<file path="src/rtl/wb_nor_multibus.sv">
// wb_nor_multibus
//   Wishbone (pipelined, single outstanding request) bridge to several
//   asynchronous NOR flash chips sharing address, data, OE# and WE#.
//   Each access waits for the selected chip's ready line, then runs a
//   SETUP / STROBE / HOLD pin sequence with programmable cycle counts.
//
// Ports
//   wb_clk_i, wb_rst_i        clock, synchronous active-high reset
//   wb_adr_i                  {chip index, word address}
//   wb_dat_i, wb_we_i         write data / write enable
//   wb_cyc_i, wb_stb_i        Wishbone cycle / strobe
//   wb_err_i                  master abort
//   wb_ack_o, wb_stall_o      Wishbone handshake
//   wb_dat_o                  read data (all ones on timeout / bad chip)
//   timeout_o                 sticky ready-wait timeout flag
//   nor_ry_i                  per-chip ready/busy#, 1 = ready
//   nor_data_i/o, nor_data_oe shared data bus (oe = 1 drives the bus)
//   nor_addr_o                shared word address
//   nor_ce_o                  per-chip chip enable, active low
//   nor_oe_o, nor_we_o        shared output / write enable, active low
module wb_nor_multibus #(
   parameter int ADDRBITS   = 26,
   parameter int DATABITS   = 16,
   parameter int NCHIPS     = 2,
   parameter int TSETUP     = 1,
   parameter int TSTRB_RD   = 7,
   parameter int TSTRB_WR   = 4,
   parameter int THOLD      = 1,
   parameter int RY_TIMEOUT = 1024,
   localparam int CSBITS    = (NCHIPS > 1) ? $clog2(NCHIPS) : 1
) (
   input  logic                       wb_clk_i,
   input  logic                       wb_rst_i,
   input  logic [ADDRBITS+CSBITS-1:0] wb_adr_i,
   input  logic [DATABITS-1:0]        wb_dat_i,
   input  logic                       wb_we_i,
   input  logic                       wb_cyc_i,
   input  logic                       wb_stb_i,
   input  logic                       wb_err_i,
   output logic                       wb_ack_o,
   output logic                       wb_stall_o,
   output logic [DATABITS-1:0]        wb_dat_o,
   output logic                       timeout_o,
   input  logic [NCHIPS-1:0]          nor_ry_i,
   input  logic [DATABITS-1:0]        nor_data_i,
   output logic [DATABITS-1:0]        nor_data_o,
   output logic                       nor_data_oe,
   output logic [ADDRBITS-1:0]        nor_addr_o,
   output logic [NCHIPS-1:0]          nor_ce_o,
   output logic                       nor_oe_o,
   output logic                       nor_we_o
);

   typedef enum logic [2:0] {
      S_IDLE, S_RYWAIT, S_SETUP, S_STROBE, S_HOLD, S_ACK
   } state_t;

   state_t                state, state_nxt;
   logic [31:0]           cnt, cnt_nxt;
   logic [31:0]           strb_last;
   logic [ADDRBITS-1:0]   adr_q;
   logic [CSBITS-1:0]     chip_q;
   logic [CSBITS-1:0]     wb_chip;
   logic [DATABITS-1:0]   dat_q;
   logic                  we_q;
   logic                  accept, abort, chip_ok;
   logic                  capture, tmo_hit;
   logic                  ry_sel;
   logic [NCHIPS-1:0]     ce_sel;

   assign wb_chip    = wb_adr_i[ADDRBITS+CSBITS-1:ADDRBITS];
   // Index space may exceed NCHIPS when NCHIPS is not a power of two.
   assign chip_ok    = 32'(wb_chip) < 32'(NCHIPS);
   assign wb_stall_o = (state != S_IDLE);
   assign accept     = (state == S_IDLE) & wb_cyc_i & wb_stb_i;
   assign abort      = (state != S_IDLE) & (~wb_cyc_i | wb_err_i);
   // An abort arriving in the ACK cycle suppresses the acknowledge.
   assign wb_ack_o   = (state == S_ACK) & wb_cyc_i & ~wb_err_i;
   assign strb_last  = we_q ? 32'(TSTRB_WR - 1) : 32'(TSTRB_RD - 1);

   // Per-chip ready select and CE decode for the latched chip index.
   always_comb begin
      ry_sel = 1'b0;
      ce_sel = '1;
      for (int i = 0; i < NCHIPS; i++) begin
         if (32'(chip_q) == 32'(i)) begin
            ry_sel    = nor_ry_i[i];
            ce_sel[i] = 1'b0;
         end
      end
   end

   always_comb begin
      state_nxt = state;
      cnt_nxt   = cnt;
      capture   = 1'b0;
      tmo_hit   = 1'b0;
      if (abort) begin
         state_nxt = S_IDLE;
         cnt_nxt   = '0;
      end else begin
         case (state)
            S_IDLE: begin
               if (accept) begin
                  state_nxt = chip_ok ? S_RYWAIT : S_ACK;
                  cnt_nxt   = '0;
               end
            end
            S_RYWAIT: begin
               if (ry_sel) begin
                  state_nxt = S_SETUP;
                  cnt_nxt   = '0;
               end else if (cnt == 32'(RY_TIMEOUT - 1)) begin
                  state_nxt = S_ACK;
                  tmo_hit   = 1'b1;
                  cnt_nxt   = '0;
               end else begin
                  cnt_nxt = cnt + 32'd1;
               end
            end
            S_SETUP: begin
               if (cnt == 32'(TSETUP - 1)) begin
                  state_nxt = S_STROBE;
                  cnt_nxt   = '0;
               end else begin
                  cnt_nxt = cnt + 32'd1;
               end
            end
            S_STROBE: begin
               if (cnt == strb_last) begin
                  state_nxt = S_HOLD;
                  cnt_nxt   = '0;
                  capture   = ~we_q;
               end else begin
                  cnt_nxt = cnt + 32'd1;
               end
            end
            S_HOLD: begin
               if (cnt == 32'(THOLD - 1)) begin
                  state_nxt = S_ACK;
                  cnt_nxt   = '0;
               end else begin
                  cnt_nxt = cnt + 32'd1;
               end
            end
            S_ACK:   state_nxt = S_IDLE;
            default: state_nxt = S_IDLE;
         endcase
      end
   end

   always_ff @(posedge wb_clk_i) begin
      if (wb_rst_i) begin
         state       <= S_IDLE;
         cnt         <= '0;
         adr_q       <= '0;
         chip_q      <= '0;
         dat_q       <= '0;
         we_q        <= 1'b0;
         wb_dat_o    <= '0;
         timeout_o   <= 1'b0;
         nor_ce_o    <= '1;
         nor_oe_o    <= 1'b1;
         nor_we_o    <= 1'b1;
         nor_data_oe <= 1'b0;
         nor_addr_o  <= '0;
         nor_data_o  <= '0;
      end else begin
         state <= state_nxt;
         cnt   <= cnt_nxt;
         if (accept) begin
            adr_q     <= wb_adr_i[ADDRBITS-1:0];
            chip_q    <= wb_chip;
            dat_q     <= wb_dat_i;
            we_q      <= wb_we_i;
            timeout_o <= 1'b0;
            if (!chip_ok) wb_dat_o <= '1;
         end
         if (tmo_hit) begin
            timeout_o <= 1'b1;
            wb_dat_o  <= '1;
         end
         if (capture) wb_dat_o <= nor_data_i;

         // Pins are registered from the next state so they line up with
         // the state the FSM is in during the following cycle.
         nor_ce_o    <= '1;
         nor_oe_o    <= 1'b1;
         nor_we_o    <= 1'b1;
         nor_data_oe <= 1'b0;
         if (state_nxt inside {S_SETUP, S_STROBE, S_HOLD}) begin
            nor_ce_o   <= ce_sel;
            nor_addr_o <= adr_q;
            if (we_q) begin
               nor_data_oe <= 1'b1;
               nor_data_o  <= dat_q;
            end
         end
         if (state_nxt == S_STROBE) begin
            if (we_q) nor_we_o <= 1'b0;
            else      nor_oe_o <= 1'b0;
         end
      end
   end

endmodule

</file>
<file path="config.mk">
export PLATFORM = sky130hd
export DESIGN_NAME = wb_nor_multibus
export DESIGN_NICKNAME = d
export VERILOG_FILES = /design/src/rtl/wb_nor_multibus.sv
export SDC_FILE = /design/constraint.sdc
export NUM_CORES = 1
export LEC_CHECK = 0
export CAP_MARGIN = 15
export CORE_MARGIN = 2
export CORE_UTILIZATION = 55
export DETAILED_ROUTE_END_ITERATION = 10
export PLACE_DENSITY = 0.86
export REMOVE_ABC_BUFFERS = 1
export SLEW_MARGIN = 0
export SYNTH_ARGS = -nofsm -noshare
export SYNTH_HDL_FRONTEND = slang
export SYNTH_SLANG_ARGS = --single-unit
</file>
<file path="constraint.sdc">
create_clock -name wb_clk_i -period 6.54 [get_ports wb_clk_i]
set_input_delay 1.308 -clock wb_clk_i [delete_from_list [all_inputs] [get_ports wb_clk_i]]
set_output_delay 1.308 -clock wb_clk_i [all_outputs]
set_load 0.005 [all_outputs]
</file>
After elaboration in Yosys (flattened, before gate mapping) --
Cells that the tools add are included.
Storage, ports and cells: output and inout bits 66, flip-flop bits (word level) 143, memories 0, logic and storage cells 81, bits in writable memories 0, input bits 67, bits in latches 0, memory bits (read-only) 0
Operators by class: bitwise gates (word level) 11, div/mod/pow operators 0, multiply operators 0, $lt $le $gt $ge 0, equal/unequal tests 11, shifts and indexed selects 0, reductions and logical operators 13, muxes and demuxes 31, $add $sub $neg 1
Operators with widths (count):
- 32-bit 2-to-1 mux | 5
- 32-bit one-hot mux with 4 select lines | 1
- 32-bit by 1-bit adder with 32-bit output, second input constant | 1
- 32-bit by 10-bit == test with 1-bit output, second input constant | 1
- 32-bit by 3-bit == test with 1-bit output | 1
- 32-bit logical NOT | 1
- 16-bit 2-to-1 mux | 2
- 3-bit 2-to-1 mux | 8
- 3-bit one-hot mux with 5 select lines | 1
- 1-bit 2-to-1 mux | 14
- 3-bit by 2-bit == test with 1-bit output, second input constant | 4
- 3-bit == test, second input constant | 3
- 2-bit OR reduction | 4
- 3-bit nonzero test | 2
- 1-bit AND | 5
- 1-bit NOT | 5
- 2-bit AND reduction | 2
- 2-bit nonzero test | 2
- 4-bit nonzero test | 1
- 3-bit by 1-bit == test with 1-bit output, second input constant | 1
- 3-bit logical NOT | 1
- 2-bit != test, second input constant | 1
- 1-bit OR | 1

Depth between registers and ports, before layout --
word-level depth 10, depth in mapped cells 10, gate-level depth less buffers 8

Worst setup path before layout --
No wires, ideal clock.
kind input port to flip-flop, from input nor_ry_i[1], to register nor_ce_o[0], slack 3.415 ns, stages on the path 8, data required time 6.413 ns, setup time 0.127 ns, arrival time 2.998 ns, path buffers 2, cells stage by stage mux2_2 nor3_1 a221oi_2 or3_1 buf_6 o21a_1 buf_6 or3_1
Between the ends: longest elaborated chain between the ends 8, elaborated cells on any way between the ends 10, classes of those cells eq/ne: 3; mux: 4; bitwise: 1; reduce/logical: 2
RTL lines:
- start, declared | RTL line 44 | input logic [NCHIPS-1:0] nor_ry_i,
- 1-bit 2-to-1 mux (*) | RTL line 86 | if (32'(chip_q) == 32'(i)) begin
- 3-bit 2-to-1 mux (*) | RTL line 110 | if (ry_sel) begin
- 3-bit one-hot mux with 5 select lines (*) | RTL line 102 | case (state)
- 3-bit 2-to-1 mux (*) | RTL line 98 | if (abort) begin
- 3-bit by 2-bit == test with 1-bit output / 3-bit == test (equally long branches) | RTL line 191 | if (state_nxt inside {S_SETUP, S_STROBE, S_HOLD}) begin
- 3-bit nonzero test (*) | RTL line 191
- 1-bit NOT (no line) (*)
- 2-bit OR reduction (no line) (*)
- end signal, assigned | RTL line 192 | nor_ce_o <= ce_sel;
- end, declared | RTL line 49 | output logic [NCHIPS-1:0] nor_ce_o,
Mark *: on every way between the ends. The rest lies on a longest branch, timed or not. A chain may end at the register's enable or synchronous reset.

Worst setup path after layout --
from input wb_cyc_i, to output wb_ack_o
Between the ends: longest elaborated chain between the ends 2
RTL lines:
- start, declared | RTL line 37 | input logic wb_cyc_i,
- 1-bit AND (2 in a row) | RTL line 78 | assign wb_ack_o = (state == S_ACK) & wb_cyc_i & ~wb_err_i;
- end, declared | RTL line 40 | output logic wb_ack_o,
Every way passes these cells.

==> out/metrics.csv <==
metric,value,unit
run_status,"finished, final reports clean",
cp_cell_sequence,clkdlybuf4s50_1 > nand2b_1 > nor3_1 > clkdlybuf4s50_1,
powerDensity,242,mW/mm2
p_total,1.94,mW
required,5.23,ns
gr-usage-all-layers,27.5,%
num_rows,38,
synth_edf_count,0,
final-setup-viol-count,0,
grt_pass1_wl,25800,um
avgSynthCellArea,8.60,um2
worstPathArrival,2.84,ns
drt_iter0_markers,295,
antenna_found_initial,0,
dp_cells,948,
synth-compound-area-share,15.4,%
peakVddDrop,0.000147,V
grt_max_degree,72,
antenna_left,0,
hpwl,10600,um
syn_inst,714,
cp_top_family,buffers and inverters,
cts_buffer_depth,2,
design.core.area,0.0108,mm2
tightest_slew,1.10,ns
seq_area_frac_synth,46.6,%
worstReg2RegEnd,nor_data_o[0],
slowest_delay,0.56,ns
htree_levels,4,
ctsResizeCount,0,
skew,0.0105,ns
critical_path.slowest_cell,clkdlybuf4s50_1,
vias,5634,
synth.distinct_cells,58,
numPortBuffers,132,
hold_buffers,0,
synth-xor-area-share,3.00,%
design.die.area,0.0120,mm2
reg2reg_from,state[2],
dieWidth,110,um
grt_overflow_total,0,
clkSinkCount,143,
leakage,3.00,nW
r2r_slack,2.83,ns
crit_buf_inv,2,
stdcell_area,0.00801,mm2
finalCritPeriodShare,63.5,%
dieHeight,110,um
maxSlewViolCount,0,
min_path_type,flop to flop,
min_from,adr_q[21],
holdWs,0.456,ns
wl_per_cell,16.4,um
synth_ff_type,dfxtp_1,
rsz0062_at_grt,false,
remaining_drc_errors,0,
synthAdderAreaFrac,0.571,%
placed_area,0.00745,mm2
crit_fanout,5,
start_util,56.6,%
diodes,0,
holdPathEnd,adr_q[21],
start_kind,input port,
synthArstFlopShare,0,%
synth_top_family_by_area,simple AND/OR/NAND/NOR gates,
vias_per_cell,5.75,
synthMuxAreaShare,4.59,%
drive_gt1_share,9.40,%
post_cts_buffers,0,
drt_wl_total,16100,um
fin_cells,980,
ys_seq_elements,143,
crit_path_end_kind,output pin,
fillers,751,
clock_latency,0.54,ns
pin_count,133,
min_period,4.15,ns
gp_congestion,0.921,
grt_pass1_vias,5570,
fmax,0.241,GHz
reg2regPathDepth,5,
layout.nets,896,
worstSetupPathType,input port to output pin,
final-hold-violation-count,0,
cts_made_buffers,17,
clk_pin_slew,0.06,ns
cp_common_cell,clkdlybuf4s50_1,
syn_to_final_growth,30.5,%
drt-pass1-iter-count,6,
yosys_warnings,0,
cap_violations,0,
final.setup.tns,0,ns
slew_headroom,26.6,%
cts_tree,yes,
synthSimpleGateAreaFrac,24.3,%
worstHoldPathCells,2,
clock-root-buffer,clkbuf_8,
syn_area,0.00614,mm2
worst max path at each step:
stage,depth (start not counted),slack (ns),start,endpoint
5_1_grt,5,2.29,wb_cyc_i,nor_data_o[0]
6_report,4,2.39,wb_cyc_i,wb_ack_o
3_5_place_dp,5,2.02,wb_cyc_i,nor_data_o[4]
2_1_floorplan,4,2.47,wb_stb_i,nor_addr_o[0]
4_1_cts,4,2.40,wb_cyc_i,wb_ack_o
3_3_place_gp,5,2.19,wb_cyc_i,nor_data_o[0]
synthesized netlist by cell type (2+ instances only):
cell       count  area share [%]
nand3_1       15             1.2
and4_1         4            0.57
and3_1        11             1.1
or3_1          6            0.61
clkbuf_1      34             2.1
buf_2          4            0.33
nor4_2         2            0.41
nor3b_1        3            0.37
ha_1           2            0.41
a21oi_1       47             3.8
a211oi_1       2            0.24
o211ai_1       9             1.1
nor2_1        38             2.3
nand4b_1       3            0.43
inv_1         24             1.5
nand4_1        7            0.71
nor4_1         5            0.51
o211ai_2       9             1.8
nand2_1      189              12
xor2_1        10             1.4
o21ai_1        3            0.24
xnor2_1       11             1.6
o21ai_0        8            0.65
a22oi_1        3            0.37
nand3b_1       2            0.24
nor2b_1        3            0.31
mux2i_1       27             4.4
nand2b_1       3            0.31
nor3_1        22             1.8
o21a_1         2            0.24
o2111ai_1     17             2.4
or2_2          2            0.20
dfxtp_1      143              47
o221a_2       16             2.9
buf_6          5            0.92
flip-flops by register name, indices dropped and copies added (netlist names):
name         count
nor_ce_o         2
nor_data_oe      1
dat_q           16
nor_we_o         1
adr_q           26
nor_oe_o         1
nor_data_o      16
nor_addr_o      26
state            3
timeout_o        1
we_q             1
chip_q           1
cnt             32
wb_dat_o        16
metal layers:
metal	share of wire [%]	vias up	track usage [%]
met5	0	-	0
met4	1.7	0	11.5
met3	6.2	24	6.46
met2	51	215	46.5
met1	41	2690	33.7
li1	-	2705	-
power by group:
part	internal (mW)	total [mW]	switching [mW]	leakage, nW
logic	0.0577	0.129	0.0717	1.57
clock network	0.536	0.912	0.377	0.266
registers	0.886	0.896	0.0101	1.16
total	1.48	1.94	0.459	3.00
cell usage in the layout (no fill, tap or decap), types with 2 or more instances in the layout:
master,synthesis,routed
and3_1,11,11
o211ai_1,9,9
nand2_1,189,189
xnor2_1,11,11
nor2b_1,3,3
xor2_1,10,10
a22oi_1,3,3
nor4_1,5,5
or3_1,6,6
ha_1,2,2
nand2b_1,3,3
and4_1,4,4
nand4b_1,3,3
o21a_1,2,2
nand3b_1,2,2
clkinvlp_4,0,5
nand4_1,7,7
clkinv_2,0,3
a211oi_1,2,2
or2_2,2,2
clkdlybuf4s50_1,0,131
o2111ai_1,17,17
nor2_1,38,38
inv_6,0,3
buf_4,0,7
inv_1,24,24
dfxtp_1,143,143
clkbuf_8,0,4
o21ai_0,8,8
mux2i_1,27,27
clkbuf_16,0,16
a21oi_1,47,47
o221a_2,16,16
nand3_1,15,14
nor3b_1,3,3
nor4_2,2,2
o21ai_1,3,3
o211ai_2,9,9
nor3_1,22,22
cell families (layout without fill, tap and decap cells):
kind of cell | count (synthesis) | after routing
AND/OR/NAND/NOR | 324 | 324
flip-flops | 143 | 143
AO/OA/AOI/OAI | 125 | 125
buffers and inverters | 70 | 196
multiplexers | 28 | 28
XOR/XNOR | 21 | 21
adder cells (fa/ha/maj) | 3 | 3
cell type report:
class	instances	area [um2]	area share (%)
Clock buffer	20	455	5.68
Clock inverter	12	109	1.36
Inverter	25	93.8	1.17
Multi-Input combinational cell	501	2950	36.8
Sequential cell	143	2860	35.7
Tap cell	140	175	2.19
Timing Repair Buffer	139	1370	17.1
through the flow:
| stage | worst slack, ns | util, % |
|---|---|---|
| detailed placement | 2.02 | 68.7 |
| finish | 2.39 | 73.9 |
| floorplan | 2.47 | - |
| CTS | 2.40 | 73.9 |
| global route | 2.29 | 73.9 |
| global placement | 2.19 | 68.7 |
worst min-delay path, stage by stage (launching register included):
cell and delay, ns:
dfxtp_1 0.31, nand2_1 0.05, a21oi_1 0.05
(Power assumes the default switching activity.)
